`config.mk`:
```
export PLATFORM = sky130hd
export DESIGN_NAME = reg_file_arbiter
export DESIGN_NICKNAME = d
export VERILOG_FILES = /design/src/rtl/reg_file_pkg.sv /design/src/rtl/wr_buffer.sv /design/src/rtl/reg_file_arbiter.sv
export SDC_FILE = /design/constraint.sdc
export NUM_CORES = 1
export LEC_CHECK = 0
export CORE_MARGIN = 4
export CORE_UTILIZATION = 32
export CTS_BUF_LIST = sky130_fd_sc_hd__clkbuf_2 sky130_fd_sc_hd__clkbuf_4 sky130_fd_sc_hd__clkbuf_8
export CTS_CLUSTER_DIAMETER = 80
export DETAILED_ROUTE_END_ITERATION = 8
export PLACE_DENSITY_LB_ADDON = 0.3
export SKIP_LAST_GASP = 1
export SYNTH_ARGS = -nofsm -noshare
export SYNTH_HDL_FRONTEND = slang
export SYNTH_SLANG_ARGS = --single-unit
```
`constraint.sdc`:
```
create_clock -name clk -period 8.2 [get_ports clk]
set_input_delay 1.23 -clock clk [delete_from_list [all_inputs] [get_ports clk]]
set_output_delay 1.23 -clock clk [all_outputs]
set_load 0.1 [all_outputs]
```
`src/rtl/reg_file_pkg.sv`:
```
`default_nettype none
// ============================================================================
// Module      : reg_file_pkg
// Description : Shared widths, grant encoding and write-buffer entry type for
//               the register-file arbiter.
// Revision    : 1.0 - initial release
// ============================================================================
package reg_file_pkg;

    localparam int ADDR_W     = 4;
    localparam int DATA_W     = 32;
    localparam int STARVE_MAX = 4;

    typedef enum logic [1:0] {
        IDLE  = 2'd0,
        READ  = 2'd1,
        WRITE = 2'd2
    } grant_e;

    typedef struct packed {
        logic [ADDR_W-1:0] addr;
        logic [DATA_W-1:0] data;
    } wbufEntry_t;

endpackage : reg_file_pkg
`default_nettype wire

```
`src/rtl/wr_buffer.sv`:
```
`default_nettype none
// ============================================================================
// Module      : wr_buffer
// Description : Two-entry {addr,data} FIFO with two newest-match lookup ports.
// Revision    : 1.0 - initial release
// ============================================================================
module wr_buffer
    import reg_file_pkg::*;
#(
    parameter int ADDR_W = reg_file_pkg::ADDR_W,
    parameter int DATA_W = reg_file_pkg::DATA_W
) (
    input  logic              clk,
    input  logic              reset_n,
    input  logic              push,
    input  logic [ADDR_W-1:0] pushAddr,
    input  logic [DATA_W-1:0] pushData,
    input  logic              pop,
    output logic [ADDR_W-1:0] headAddr,
    output logic [DATA_W-1:0] headData,
    output logic [1:0]        count,
    input  logic [ADDR_W-1:0] lkAddrA,
    output logic              lkHitA,
    output logic [DATA_W-1:0] lkDataA,
    input  logic [ADDR_W-1:0] lkAddrB,
    output logic              lkHitB,
    output logic [DATA_W-1:0] lkDataB
);

    typedef struct packed {
        logic [ADDR_W-1:0] addr;
        logic [DATA_W-1:0] data;
    } entry_t;

    entry_t     r_slot0;   // oldest entry (head)
    entry_t     r_slot1;
    logic [1:0] r_count;
    entry_t     w_new;
    logic       w_push;
    logic       w_pop;

    assign w_new    = '{addr: pushAddr, data: pushData};
    assign w_pop    = pop && (r_count != 2'd0);
    assign w_push   = push && ((r_count != 2'd2) || w_pop);
    assign headAddr = r_slot0.addr;
    assign headData = r_slot0.data;
    assign count    = r_count;

    always_ff @(posedge clk or negedge reset_n) begin
        if (!reset_n) begin
            r_slot0 <= '0;
            r_slot1 <= '0;
            r_count <= 2'd0;
        end else begin
            case ({w_push, w_pop})
                2'b10: begin
                    if (r_count == 2'd0) r_slot0 <= w_new;
                    else                 r_slot1 <= w_new;
                    r_count <= r_count + 2'd1;
                end
                2'b01: begin
                    r_slot0 <= r_slot1;
                    r_count <= r_count - 2'd1;
                end
                2'b11: begin
                    if (r_count == 2'd2) begin
                        r_slot0 <= r_slot1;
                        r_slot1 <= w_new;
                    end else begin
                        r_slot0 <= w_new;
                    end
                end
                default: ;
            endcase
        end
    end

    // Younger slot checked first so the newest write to an address wins.
    function automatic logic [DATA_W:0] lookup(input logic [ADDR_W-1:0] a,
                                               input entry_t s0, input entry_t s1,
                                               input logic [1:0] cnt);
        logic [DATA_W:0] res;
        res = '0;
        if ((cnt == 2'd2) && (s1.addr == a))      res = {1'b1, s1.data};
        else if ((cnt != 2'd0) && (s0.addr == a)) res = {1'b1, s0.data};
        return res;
    endfunction

    always_comb begin
        {lkHitA, lkDataA} = lookup(lkAddrA, r_slot0, r_slot1, r_count);
        {lkHitB, lkDataB} = lookup(lkAddrB, r_slot0, r_slot1, r_count);
    end

endmodule : wr_buffer
`default_nettype wire

```
`src/rtl/reg_file_arbiter.sv`:
```
`default_nettype none
// ============================================================================
// Module      : reg_file_arbiter
// Description : Single-port register-file arbiter between decode reads and
//               buffered writeback writes, with bypass and starvation limit.
// Revision    : 1.0 - initial release
// ============================================================================
module reg_file_arbiter
    import reg_file_pkg::*;
#(
    parameter int ADDR_W     = reg_file_pkg::ADDR_W,
    parameter int DATA_W     = reg_file_pkg::DATA_W,
    parameter int STARVE_MAX = reg_file_pkg::STARVE_MAX
) (
    input  logic              clk,
    input  logic              reset_n,
    input  logic              rd_req,
    input  logic [ADDR_W-1:0] rd_rs,
    input  logic [ADDR_W-1:0] rd_rt,
    output logic              rd_ack,
    output logic [DATA_W-1:0] rd_rs_data,
    output logic [DATA_W-1:0] rd_rt_data,
    input  logic              wr_req,
    input  logic [ADDR_W-1:0] wr_addr,
    input  logic [DATA_W-1:0] wr_data,
    output logic              wr_ack,
    output logic              rf_wr,
    output logic [ADDR_W-1:0] rf_rs_addr,
    output logic [ADDR_W-1:0] rf_rt_addr,
    output logic [ADDR_W-1:0] rf_rd_addr,
    output logic [DATA_W-1:0] rf_wdata,
    input  logic [DATA_W-1:0] rf_rs_data,
    input  logic [DATA_W-1:0] rf_rt_data,
    output logic [1:0]        wbuf_count
);

    localparam int                    c_STARVE_W   = $clog2(STARVE_MAX + 1);
    localparam logic [c_STARVE_W-1:0] c_STARVE_MAX = c_STARVE_W'(STARVE_MAX);

    grant_e                  w_grant;
    logic [1:0]              w_count;
    logic [ADDR_W-1:0]       w_headAddr;
    logic [DATA_W-1:0]       w_headData;
    logic                    w_hitRs;
    logic                    w_hitRt;
    logic [DATA_W-1:0]       w_bufRs;
    logic [DATA_W-1:0]       w_bufRt;
    logic                    w_wrAck;

    logic [c_STARVE_W-1:0]   r_starve;
    logic                    r_rdAck;
    logic [DATA_W-1:0]       r_rsData;
    logic [DATA_W-1:0]       r_rtData;
    logic [ADDR_W-1:0]       r_rsAddr;
    logic [ADDR_W-1:0]       r_rtAddr;
    logic [ADDR_W-1:0]       r_rdAddr;
    logic [DATA_W-1:0]       r_wdata;

    wr_buffer #(
        .ADDR_W (ADDR_W),
        .DATA_W (DATA_W)
    ) u_wrBuffer (
        .clk      (clk),
        .reset_n  (reset_n),
        .push     (w_wrAck),
        .pushAddr (wr_addr),
        .pushData (wr_data),
        .pop      (w_grant == WRITE),
        .headAddr (w_headAddr),
        .headData (w_headData),
        .count    (w_count),
        .lkAddrA  (rd_rs),
        .lkHitA   (w_hitRs),
        .lkDataA  (w_bufRs),
        .lkAddrB  (rd_rt),
        .lkHitB   (w_hitRt),
        .lkDataB  (w_bufRt)
    );

    // A full buffer always drains; otherwise reads win until the starve limit.
    always_comb begin
        w_grant = IDLE;
        if (!reset_n)                                 w_grant = IDLE;
        else if (w_count == 2'd2)                     w_grant = WRITE;
        else if (rd_req && (r_starve < c_STARVE_MAX)) w_grant = READ;
        else if (w_count != 2'd0)                     w_grant = WRITE;
        else if (rd_req)                              w_grant = READ;
    end

    assign w_wrAck    = reset_n && wr_req && ((w_count != 2'd2) || (w_grant == WRITE));
    assign wr_ack     = w_wrAck;
    assign wbuf_count = w_count;
    assign rf_wr      = (w_grant == WRITE);
    assign rf_rs_addr = (w_grant == READ)  ? rd_rs      : r_rsAddr;
    assign rf_rt_addr = (w_grant == READ)  ? rd_rt      : r_rtAddr;
    assign rf_rd_addr = (w_grant == WRITE) ? w_headAddr : r_rdAddr;
    assign rf_wdata   = (w_grant == WRITE) ? w_headData : r_wdata;
    assign rd_ack     = r_rdAck;
    assign rd_rs_data = r_rsData;
    assign rd_rt_data = r_rtData;

    always_ff @(posedge clk or negedge reset_n) begin
        if (!reset_n) begin
            r_starve <= '0;
            r_rdAck  <= 1'b0;
            r_rsData <= '0;
            r_rtData <= '0;
            r_rsAddr <= '0;
            r_rtAddr <= '0;
            r_rdAddr <= '0;
            r_wdata  <= '0;
        end else begin
            r_rdAck <= (w_grant == READ);
            if (w_grant == READ) begin
                r_rsAddr <= rd_rs;
                r_rtAddr <= rd_rt;
                r_rsData <= w_hitRs ? w_bufRs : rf_rs_data;
                r_rtData <= w_hitRt ? w_bufRt : rf_rt_data;
            end
            if (w_grant == WRITE) begin
                r_rdAddr <= w_headAddr;
                r_wdata  <= w_headData;
            end
            if ((w_grant == WRITE) || (w_count == 2'd0)) begin
                r_starve <= '0;
            end else if ((w_grant == READ) && (r_starve != c_STARVE_MAX)) begin
                r_starve <= r_starve + 1'b1;
            end
        end
    end

endmodule : reg_file_arbiter
`default_nettype wire

```
==> metrics.yaml, run 1 <==
detailed_routing:
  viasPerCell: 5.15
  drt_iter0_markers: 525
  wirelength_mm: 28.1
  ant_nets: 0
  num_vias: 7237
  drc: 0
  drt-wirelength-per-cell_um: 20.0
  firstDrtPassIters: 5
run:
  cap_violations: 0
grt:
  grt_pass1_vias: 7452
  grt_pass1_wl_mm: 44.3
  antenna_found_initial: 0
  grt_usage_pct: 19.8
  grt_max_degree: 75
  grt.overflow.total: 0
worst_setup_path:
  rr_worst_depth: 7
  crit_path_end_kind: "output pin"
  crit_buf_inv: 3
  cp.required_ns: 6.97
  max_stage_delay_ns: 1.14
  arrival_ns: 4.87
  cp_max_fo: 40
  cp_top_family: "buffers and inverters"
  critPathSlowestCell: "clkdlybuf4s50_1"
  critPathKind: "primary input to output pin"
  cp_cell_sequence: "clkdlybuf4s50_1 > and3b_1 > or2_2 > inv_2 > nand2_1 > nand2_1 > clkdlybuf4s50_1"
  path_depth: 7
  critPathLaunchType: "primary input"
synth:
  synth_area_mm2: 0.00819
  syn_nets: 994
  synth_seq_cells: 186
  yosysUniqueCellTypes: 34
  ys_seq_area_share_pct: 56.8
  synth_warnings: 0
  syn_inst: 877
  syn_area_per_cell_um2: 9.34
die:
  die_w_um: 168
  die_h_um: 168
  pin_count: 225
  die-area_mm2: 0.0282
  initial_utilization_pct: 32.5
  core_area_mm2: 0.0252
  num_rows: 58
layout:
  area_delta_synth_final_pct: 34.6
  nets: 1179
  drive_above_1_share_pct: 8.84
  n_antenna_cell: 0
clock_network:
  ctsHoldBuffers: 0
  cts_resized: 0
  max-clock-path-buffers: 2
  tritoncts: "done"
  cts-root-buf: "clkbuf_8"
  clkTransAtPathRegs_ns: 0.10
  clock_sinks: 186
  cts_made_buffers: 17
  post_cts_buffers: 0
  worstSkewPairLatency_ns: 0.46
  htree_levels: 4
timing:
  final.setup_skew_ns: 0.0190
  final.setup.tns_ns: 0
  grt_setup_unrepaired: "false"
  maxSlewViolCount: 0
  fmax_ghz: 0.164
  tightest_slew_ns: 1.10
  fin_crit_ns: 6.10
  slew_headroom_pct: 26.4
  hold_viol: 0
  final.period_utilization_pct: 74.4
  final-setup-viol-count: 0
placed_design:
  gp_congestion: 0.773
  io_buffers: 224
  post-dp-hpwl_mm: 17.5
min_path:
  min_path_type: "flip-flop to flip-flop"
  hold_depth: 2
status:
  status: "complete, no violations"
[area by class of cell]
| cell class | instances | area (um2) |
|---|---|---|
| Fill cell | 2476 | 14200 |
| Tap cell | 330 | 413 |
| Sequential cell | 186 | 4650 |
| Clock buffer | 18 | 248 |
| Clock inverter | 14 | 128 |
| Multi-Input combinational cell | 617 | 3260 |
| Inverter | 8 | 30.0 |
| Timing Repair Buffer | 232 | 2300 |
[synth_stat cells]
library cell,instances,area [um2]
nor2_2,1,6.26
buf_2,23,115
and3_1,2,12.5
inv_1,7,26.3
xor2_1,3,26.3
mux2_2,34,383
dfrtp_1,186,4650
nor3_1,3,15.0
clkbuf_1,38,143
a221oi_1,1,8.76
a21oi_1,100,500
o21ai_0,99,495
o21a_1,1,7.51
a31oi_1,64,400
nand2_1,171,642
clkbuf_2,1,5.00
and3b_1,1,8.76
a211oi_4,2,40.0
mux2i_1,1,10.0
or2_2,3,18.8
buf_4,4,30.0
nand3b_1,1,7.51
nand2b_1,1,6.26
mux2_1,2,22.5
nand4bb_1,1,11.3
nand4_2,1,12.5
a211o_2,1,10.0
ha_1,5,62.6
nor2_1,105,394
o21ai_2,2,17.5
xnor2_1,9,78.8
inv_2,1,3.75
nand3_1,2,10.0
nand4b_1,1,8.76
[worst min-delay path, delay by kind of cell, from the launching register on]
| kind | cells | cell delay, ns |
|---|---|---|
| simple gates | 2 | 0.12 |
| flops | 1 | 0.33 |
[metrics by stage]
step	util (%)	setup slack, ns	hold WS [ns]	cell area, um2	instances
floorplan	-	3.77	0.458	8190	877
global placement	42.3	2.10	0.454	10700	1373
detailed placement	42.3	2.06	0.459	10700	1373
CTS	43.8	2.06	0.486	11000	1405
global route	43.8	1.86	0.501	11000	1405
finish	43.8	2.10	0.482	11000	1405
[path summary, 6_finish.rpt]
path / startpoint / end / slack (ns)
min in group asynchronous: reset_n / r_wdata[26] / 0.74
max in group asynchronous: reset_n / rd_rs_data[23] / 5.25
setup reg to reg: u_wrBuffer.count[0] / u_wrBuffer.r_slot1[17] / 4.63
hold / removal: r_wdata[3] / r_wdata[3] / 0.48
setup / recovery: rd_req / rf_rd_addr[3] / 2.10
hold reg to reg: r_wdata[3] / r_wdata[3] / 0.48
[layer usage]
metal	up-vias	global-route usage (%)	routed length (um)
li1	3359	-	-
met1	3601	26.1	12200
met2	242	33.1	13600
met3	35	4.86	1750
met4	0	5.01	489
met5	-	0	0
[sequential cells by signal (all words and copies together) (netlist names), 2 cells and up]
name / count
r_wdata: 32
u_wrBuffer.count: 2
r_rdAddr: 4
rd_rt_data: 32
rd_rs_data: 32
r_starve: 3
u_wrBuffer.r_slot1: 36
r_rtAddr: 4
r_rsAddr: 4
u_wrBuffer.headAddr: 4
u_wrBuffer.headData: 32
[cell usage in the layout (no fill, tap or decap), types with 2 or more instances in the layout]
master	count
buf_4	10
inv_1	6
and3_2	2
ha_1	5
a31oi_1	64
nor2_4	2
mux2_1	2
inv_8	4
mux2_2	34
clkinv_4	4
xnor2_1	9
inv_2	2
nand2_1	171
or2_2	3
a21oi_1	100
inv_6	4
nor2_1	103
nor3_1	3
o21ai_0	99
a211oi_4	2
clkdlybuf4s50_1	221
dfrtp_1	186
xor2_1	3
clkbuf_8	19
[cells by family (layout without fill, tap and decap cells)]
kind of cell / count (synthesis) / count (layout) / share of synthesized area, %
AO/OA/AOI/OAI: 270 / 270 / 18.1
XOR/XNOR: 12 / 12 / 1.28
adder cells (fa/ha/maj): 5 / 5 / 0.763
buffers and inverters: 74 / 272 / 3.94
flip-flops: 186 / 186 / 56.8
multiplexers: 37 / 37 / 5.07
AND/OR/NAND/NOR: 293 / 293 / 14.1
Power of run 1 is not shown: default switching activity piles up to over one toggle a cycle in this logic, so the estimate is an artifact.
==> inputs of run 2 (changes only) <==
Clock period 8.2 ns to 5 ns, I/O delays scaled along.
==> run 2 against run 1 <==
Register-to-register slack got worse by 2.6 ns. Sequential cell count unchanged. Critical path depth increased by 1. Final cell count increased by 0.28%. Via count increased by 0.22%. Final area increased by 4.5%. Global-route usage decreased by 0.090 points. Wire length increased by 0.87%. Critical path type unchanged. Critical endpoint unchanged. Largest cell class unchanged. Highest routed layer unchanged.
==> metrics.yaml, run 2 (synthesized netlist as in run 1, its figures left out) <==
timing:
  maxSlewViolCount: 0  # unchanged
  whs_ns: 0.207  # was 0.482 ns
  tightest_slew_ns: 1.19  # was 1.10 ns
  final.setup_skew_ns: 0.0201  # was 0.0190 ns
  grt_setup_unrepaired: "false"  # unchanged
  fin_crit_ns: 3.89
  final.setup.tns_ns: 0  # unchanged
  final.period_utilization_pct: 77.7
  slew_headroom_pct: 20.4  # was 26.4%
  hold_viol: 0  # unchanged
  fmax_ghz: 0.257
  final-setup-viol-count: 0  # unchanged
clock_network:
  tritoncts: "done"  # unchanged
  cts_resized: 0  # unchanged
  cts_made_buffers: 17  # unchanged
  htree_levels: 4  # unchanged
  worstSkewPairLatency_ns: 0.47  # was 0.46 ns
  cts-root-buf: "clkbuf_8"  # unchanged
  clock_sinks: 186  # unchanged
  post_cts_buffers: 0  # unchanged
  clkTransAtPathRegs_ns: 0.10  # about the same
  ctsHoldBuffers: 0  # unchanged
  max-clock-path-buffers: 2  # unchanged
worst_setup_path:
  cp_cell_sequence: "clkdlybuf4s50_1 > and3b_1 > or2_2 > inv_2 > buf_4 > nand2_1 > nand2_1 > buf_12"  # was clkdlybuf4s50_1 > and3b_1 > or2_2 > inv_2 > nand2_1 > nand2_1 > clkdlybuf4s50_1
  r2r_start: "u_wrBuffer.count[0]"  # unchanged
  max_stage_delay_ns: 0.48  # was 1.14 ns
  path_common_cell: "nand2_1"
  rrSetupSlack_ns: 2.06  # was 4.63 ns
  cp_max_fo: 18  # was 40
  startpoint: "rd_req"  # unchanged
  critPathKind: "primary input to output pin"  # unchanged
  critPathSlowestCell: "clkdlybuf4s50_1"  # unchanged
  critPathLaunchType: "primary input"  # unchanged
  cp.required_ns: 4.25  # was 6.97 ns
  arrival_ns: 3.14  # was 4.87 ns
  crit_path_end_kind: "output pin"  # unchanged
placed_design:
  io_buffers: 224  # unchanged
  gp_congestion: 0.759  # was 0.773
  dp.cells: 1375  # was 1373
  place_area_mm2: 0.0111  # was 0.0107 mm2
  post-dp-hpwl_mm: 18.1  # was 17.5 mm
detailed_routing:
  drc: 0  # unchanged
  num_vias: 7253  # was 7237
  viasPerCell: 5.15  # about the same
  drt-wirelength-per-cell_um: 20.1  # was 20.0 um
  ant_nets: 0  # unchanged
  drt_iter0_markers: 520  # was 525
  wirelength_mm: 28.3  # was 28.1 mm
  firstDrtPassIters: 5  # unchanged
layout:
  final_common_cell: "dfrtp_1"  # was clkdlybuf4s50_1
  drive_above_1_share_pct: 13.1  # was 8.84%
  largest_reg_flops: 36  # unchanged
  area_delta_synth_final_pct: 40.7  # was 34.6%
  instances_no_fill: 1409  # was 1405
  fillers: 2369  # was 2476
  layout_common_cells: "186 x dfrtp_1, 177 x clkdlybuf4s50_1, 171 x nand2_1, 103 x nor2_1, 100 x a21oi_1"  # was 221 x clkdlybuf4s50_1, 186 x dfrtp_1, 171 x nand2_1, 103 x nor2_1, 100 x a21oi_1
  fin_area_mm2: 0.0115  # was 0.0110 mm2
  nets: 1181  # was 1179
  regMostFlops: "u_wrBuffer.r_slot1"  # unchanged
grt:
  grt_usage_pct: 19.7  # was 19.8%
  grt_pass1_wl_mm: 43.7  # was 44.3 mm
  grt_max_degree: 157  # was 75
  grt.overflow.total: 0  # unchanged
  met2_usage_pct: 32.5  # was 33.1%
  grtUsageMet3_pct: 5.47  # was 4.86%
  use_met1_pct: 25.4  # was 26.1%
  grt_pass1_vias: 7381  # was 7452
  antenna_found_initial: 1  # was 0
  busiest_layer: "met2"  # unchanged
die:
  die-area_mm2: 0.0282  # unchanged
  die_h_um: 168  # unchanged
  initial_utilization_pct: 32.5  # unchanged
  pin_count: 225  # unchanged
  die_w_um: 168  # unchanged
  core_area_mm2: 0.0252  # unchanged
  num_rows: 58  # unchanged
min_path:
  min_path_type: "primary input to asynchronous set/reset pin"  # was flip-flop to flip-flop
run:
  cap_violations: 0  # unchanged
status:
  status: "complete, no violations"  # unchanged
-- run 2: worst paths after layout --
path / end / cells after the start
worst max-delay path: rf_rd_addr[3] / 8
worst min-delay path: r_rsAddr[0] / 1
worst max register to register: u_wrBuffer.headData[22] / 9
worst min register to register: u_wrBuffer.headData[21] / 2
max in group asynchronous: u_wrBuffer.headData[20] / 2
min in group clk: u_wrBuffer.headData[21] / 2
-- run 2: layout make-up --
class	count	area, um2	area share (%)
Inverter	8	30.0	0.260
Timing Repair Buffer	234	2780	24.1
Clock inverter	13	135	1.17
Multi-Input combinational cell	617	3260	28.2
Tap cell	330	413	3.58
Antenna cell	2	5.00	0.0434
Clock buffer	19	255	2.21
Sequential cell	186	4650	40.4
-- run 2: layer usage --
metal	part of all wire (%)	up-vias
li1	-	3367
met2	48	252
met1	43	3603
met4	2.0	0
met3	6.8	31
met5	0	-
-- run 2: per-stage QoR --
stage               utilization (%)  setup slack [ns]
global placement               44.2              1.18
global route                   45.8              1.01
CTS                            45.8              1.10
detailed placement             44.2              1.09
finish                         45.8              1.11
floorplan                         -              1.22
-- run 2: worst max-delay path, delay by kind of cell --
family	cells	cell delay (ns)
buf+inv	4	1.36
simple gates	4	1.02
Power of run 2 is left out for the same reason.
==> inputs of run 3 (changes only) <==
Clock period 5 ns to 3.8 ns, I/O delays scaled along.
==> run 3 against run 2 <==
Core utilization is 0.34 points higher. Critical path type unchanged. Final area up 0.75%. Die area stayed put. Via count is 0.25% higher. Sequential cell count did not move. Final cell count grew 0.35%. Sequential share of layout area down 0.30 points. Global-route usage is 0.30 points lower. Highest routed layer is now met5.
==> metrics.yaml, run 3 (synthesized netlist as in run 1, its figures left out) <==
grt:
  grt_pass1_vias: 7345  # was 7381
  grt_max_degree: 73  # was 157
  antenna_found_initial: 2  # was 1
  grt_pass1_wl_mm: 43.0  # was 43.7 mm
  grt_usage_pct: 19.4  # was 19.7%
  grt.overflow.total: 0  # unchanged
worst_setup_path:
  critPathLaunchType: "primary input"  # unchanged
  crit_buf_inv: 4  # unchanged
  crit_path_end_kind: "output pin"  # unchanged
  cp_cell_sequence: "clkdlybuf4s50_1 > and3b_1 > or2_2 > inv_2 > buf_4 > nand2_1 > nand2_1 > buf_12"  # unchanged
  cp_max_fo: 18  # unchanged
  arrival_ns: 2.76  # was 3.14 ns
  path_common_cell: "nand2_1"  # unchanged
  critPathKind: "primary input to output pin"  # unchanged
  cp_top_family: "buffers and inverters"  # unchanged
  critPathSlowestCell: "clkdlybuf4s50_1"  # unchanged
  cp.required_ns: 3.23  # was 4.25 ns
  rrSetupSlack_ns: 0.83  # was 2.06 ns
  max_stage_delay_ns: 0.48  # about the same
layout:
  regMostFlops: "u_wrBuffer.r_slot1"  # unchanged
  drive_above_1_share_pct: 13.7  # was 13.1%
  nets: 1188  # was 1181
  area_delta_synth_final_pct: 41.8  # was 40.7%
  largest_reg_flops: 36  # unchanged
  n_antenna_cell: 0  # was 2
  layout_common_cells: "186 x dfrtp_1, 177 x clkdlybuf4s50_1, 171 x nand2_1, 103 x nor2_1, 100 x a21oi_1"  # unchanged
  fin_area_mm2: 0.0116  # was 0.0115 mm2
  final_common_cell: "dfrtp_1"  # unchanged
detailed_routing:
  firstDrtPassIters: 5  # unchanged
  drt-wirelength-per-cell_um: 19.7  # was 20.1 um
  drc: 0  # unchanged
  viasPerCell: 5.14  # was 5.15
  wirelength_mm: 27.8  # was 28.3 mm
  num_vias: 7271  # was 7253
  drt_iter0_markers: 484  # was 520
  ant_nets: 0  # unchanged
timing:
  grt_setup_unrepaired: "false"  # unchanged
  whs_ns: 0.385  # was 0.207 ns
  fmax_ghz: 0.301
  finalWorstSetupSlack_ns: 0.475  # was 1.11 ns
  final.period_utilization_pct: 87.5
  hold_viol: 0  # unchanged
  final.setup_skew_ns: 0.0180  # was 0.0201 ns
  fin_crit_ns: 3.33
  maxSlewViolCount: 0  # unchanged
  slew_headroom_pct: 18.7  # was 20.4%
  final.setup.tns_ns: 0  # unchanged
  final-setup-viol-count: 0  # unchanged
  tightest_slew_ns: 1.22  # was 1.19 ns
die:
  die-area_mm2: 0.0282  # unchanged
  initial_utilization_pct: 32.5  # unchanged
  pin_count: 225  # unchanged
  die_h_um: 168  # unchanged
  num_rows: 58  # unchanged
  core_area_mm2: 0.0252  # unchanged
  die_w_um: 168  # unchanged
clock_network:
  worstSkewPairLatency_ns: 0.46  # was 0.47 ns
  max-clock-path-buffers: 2  # unchanged
  clock_sinks: 186  # unchanged
  cts_made_buffers: 17  # unchanged
  cts_resized: 0  # unchanged
  post_cts_buffers: 0  # unchanged
  tritoncts: "done"  # unchanged
  ctsHoldBuffers: 0  # unchanged
  htree_levels: 4  # unchanged
  clkTransAtPathRegs_ns: 0.10  # about the same
  cts-root-buf: "clkbuf_8"  # unchanged
status:
  status: "complete, no violations"  # unchanged
run:
  cap_violations: 0  # unchanged
placed_design:
  io_buffers: 224  # unchanged
  dp_slack_ns: 0.366  # was 1.09 ns
  place_area_mm2: 0.0112  # was 0.0111 mm2
  post-dp-hpwl_mm: 18.5  # was 18.1 mm
  gp_congestion: 0.745  # was 0.759
min_path:
  min_path_type: "primary input to asynchronous set/reset pin"  # unchanged
run 3: cell types whose count changed in the layout (fill, tap and decap cells not counted):
cell,previous run,this run
buf_4,10,17
bufinv_16,1,3
clkbuf_4,1,0
clkinv_2,1,2
clkinv_4,2,0
clkinvlp_4,3,2
diode_2,2,0
inv_6,3,5
inv_8,3,2
run 3: per-stage QoR:
| stage | cells | util, % |
|---|---|---|
| floorplan | 877 | - |
| global placement | 1382 | 44.4 |
| detailed placement | 1382 | 44.4 |
| CTS | 1414 | 46.1 |
| global route | 1414 | 46.1 |
| finish | 1414 | 46.1 |
run 3: worst paths after layout:
check / from / endpoint / cells after the start
setup / recovery: rd_req / rf_wdata[5] / 8
hold / removal: reset_n / r_rtAddr[3] / 2
setup reg to reg: u_wrBuffer.count[0] / u_wrBuffer.r_slot1[22] / 8
hold reg to reg: u_wrBuffer.r_slot1[3] / u_wrBuffer.r_slot1[3] / 1
max in group asynchronous: reset_n / u_wrBuffer.r_slot1[14] / 3
min in group clk: u_wrBuffer.r_slot1[3] / u_wrBuffer.r_slot1[3] / 1
run 3: final cells by class:
cell class | count | area, um2
Sequential cell | 186 | 4650
Clock inverter | 14 | 181
Multi-Input combinational cell | 617 | 3260
Timing Repair Buffer | 241 | 2830
Clock buffer | 18 | 248
Inverter | 8 | 30.0
Fill cell | 2373 | 13600
Tap cell | 330 | 413
run 3: per-layer routing:
layer	GRT usage, %	share of wire (%)	vias up
met5	0	0.079	-
met1	26.7	45	3646
met3	4.84	5.8	31
met4	5.05	1.5	4
li1	-	-	3377
met2	31.0	47	213
run 3: worst reg2reg max path, delay by kind of cell, from the launching register on:
kind,cells,cell delay [ns]
AO/OA/AOI/OAI,1,0.18
adder cells (fa/ha/maj),1,0.21
buffers and inverters,2,0.71
flip-flops,1,0.63
multiplexers,1,0.38
AND/OR/NAND/NOR,3,0.76
Power of run 3 is left out for the same reason.
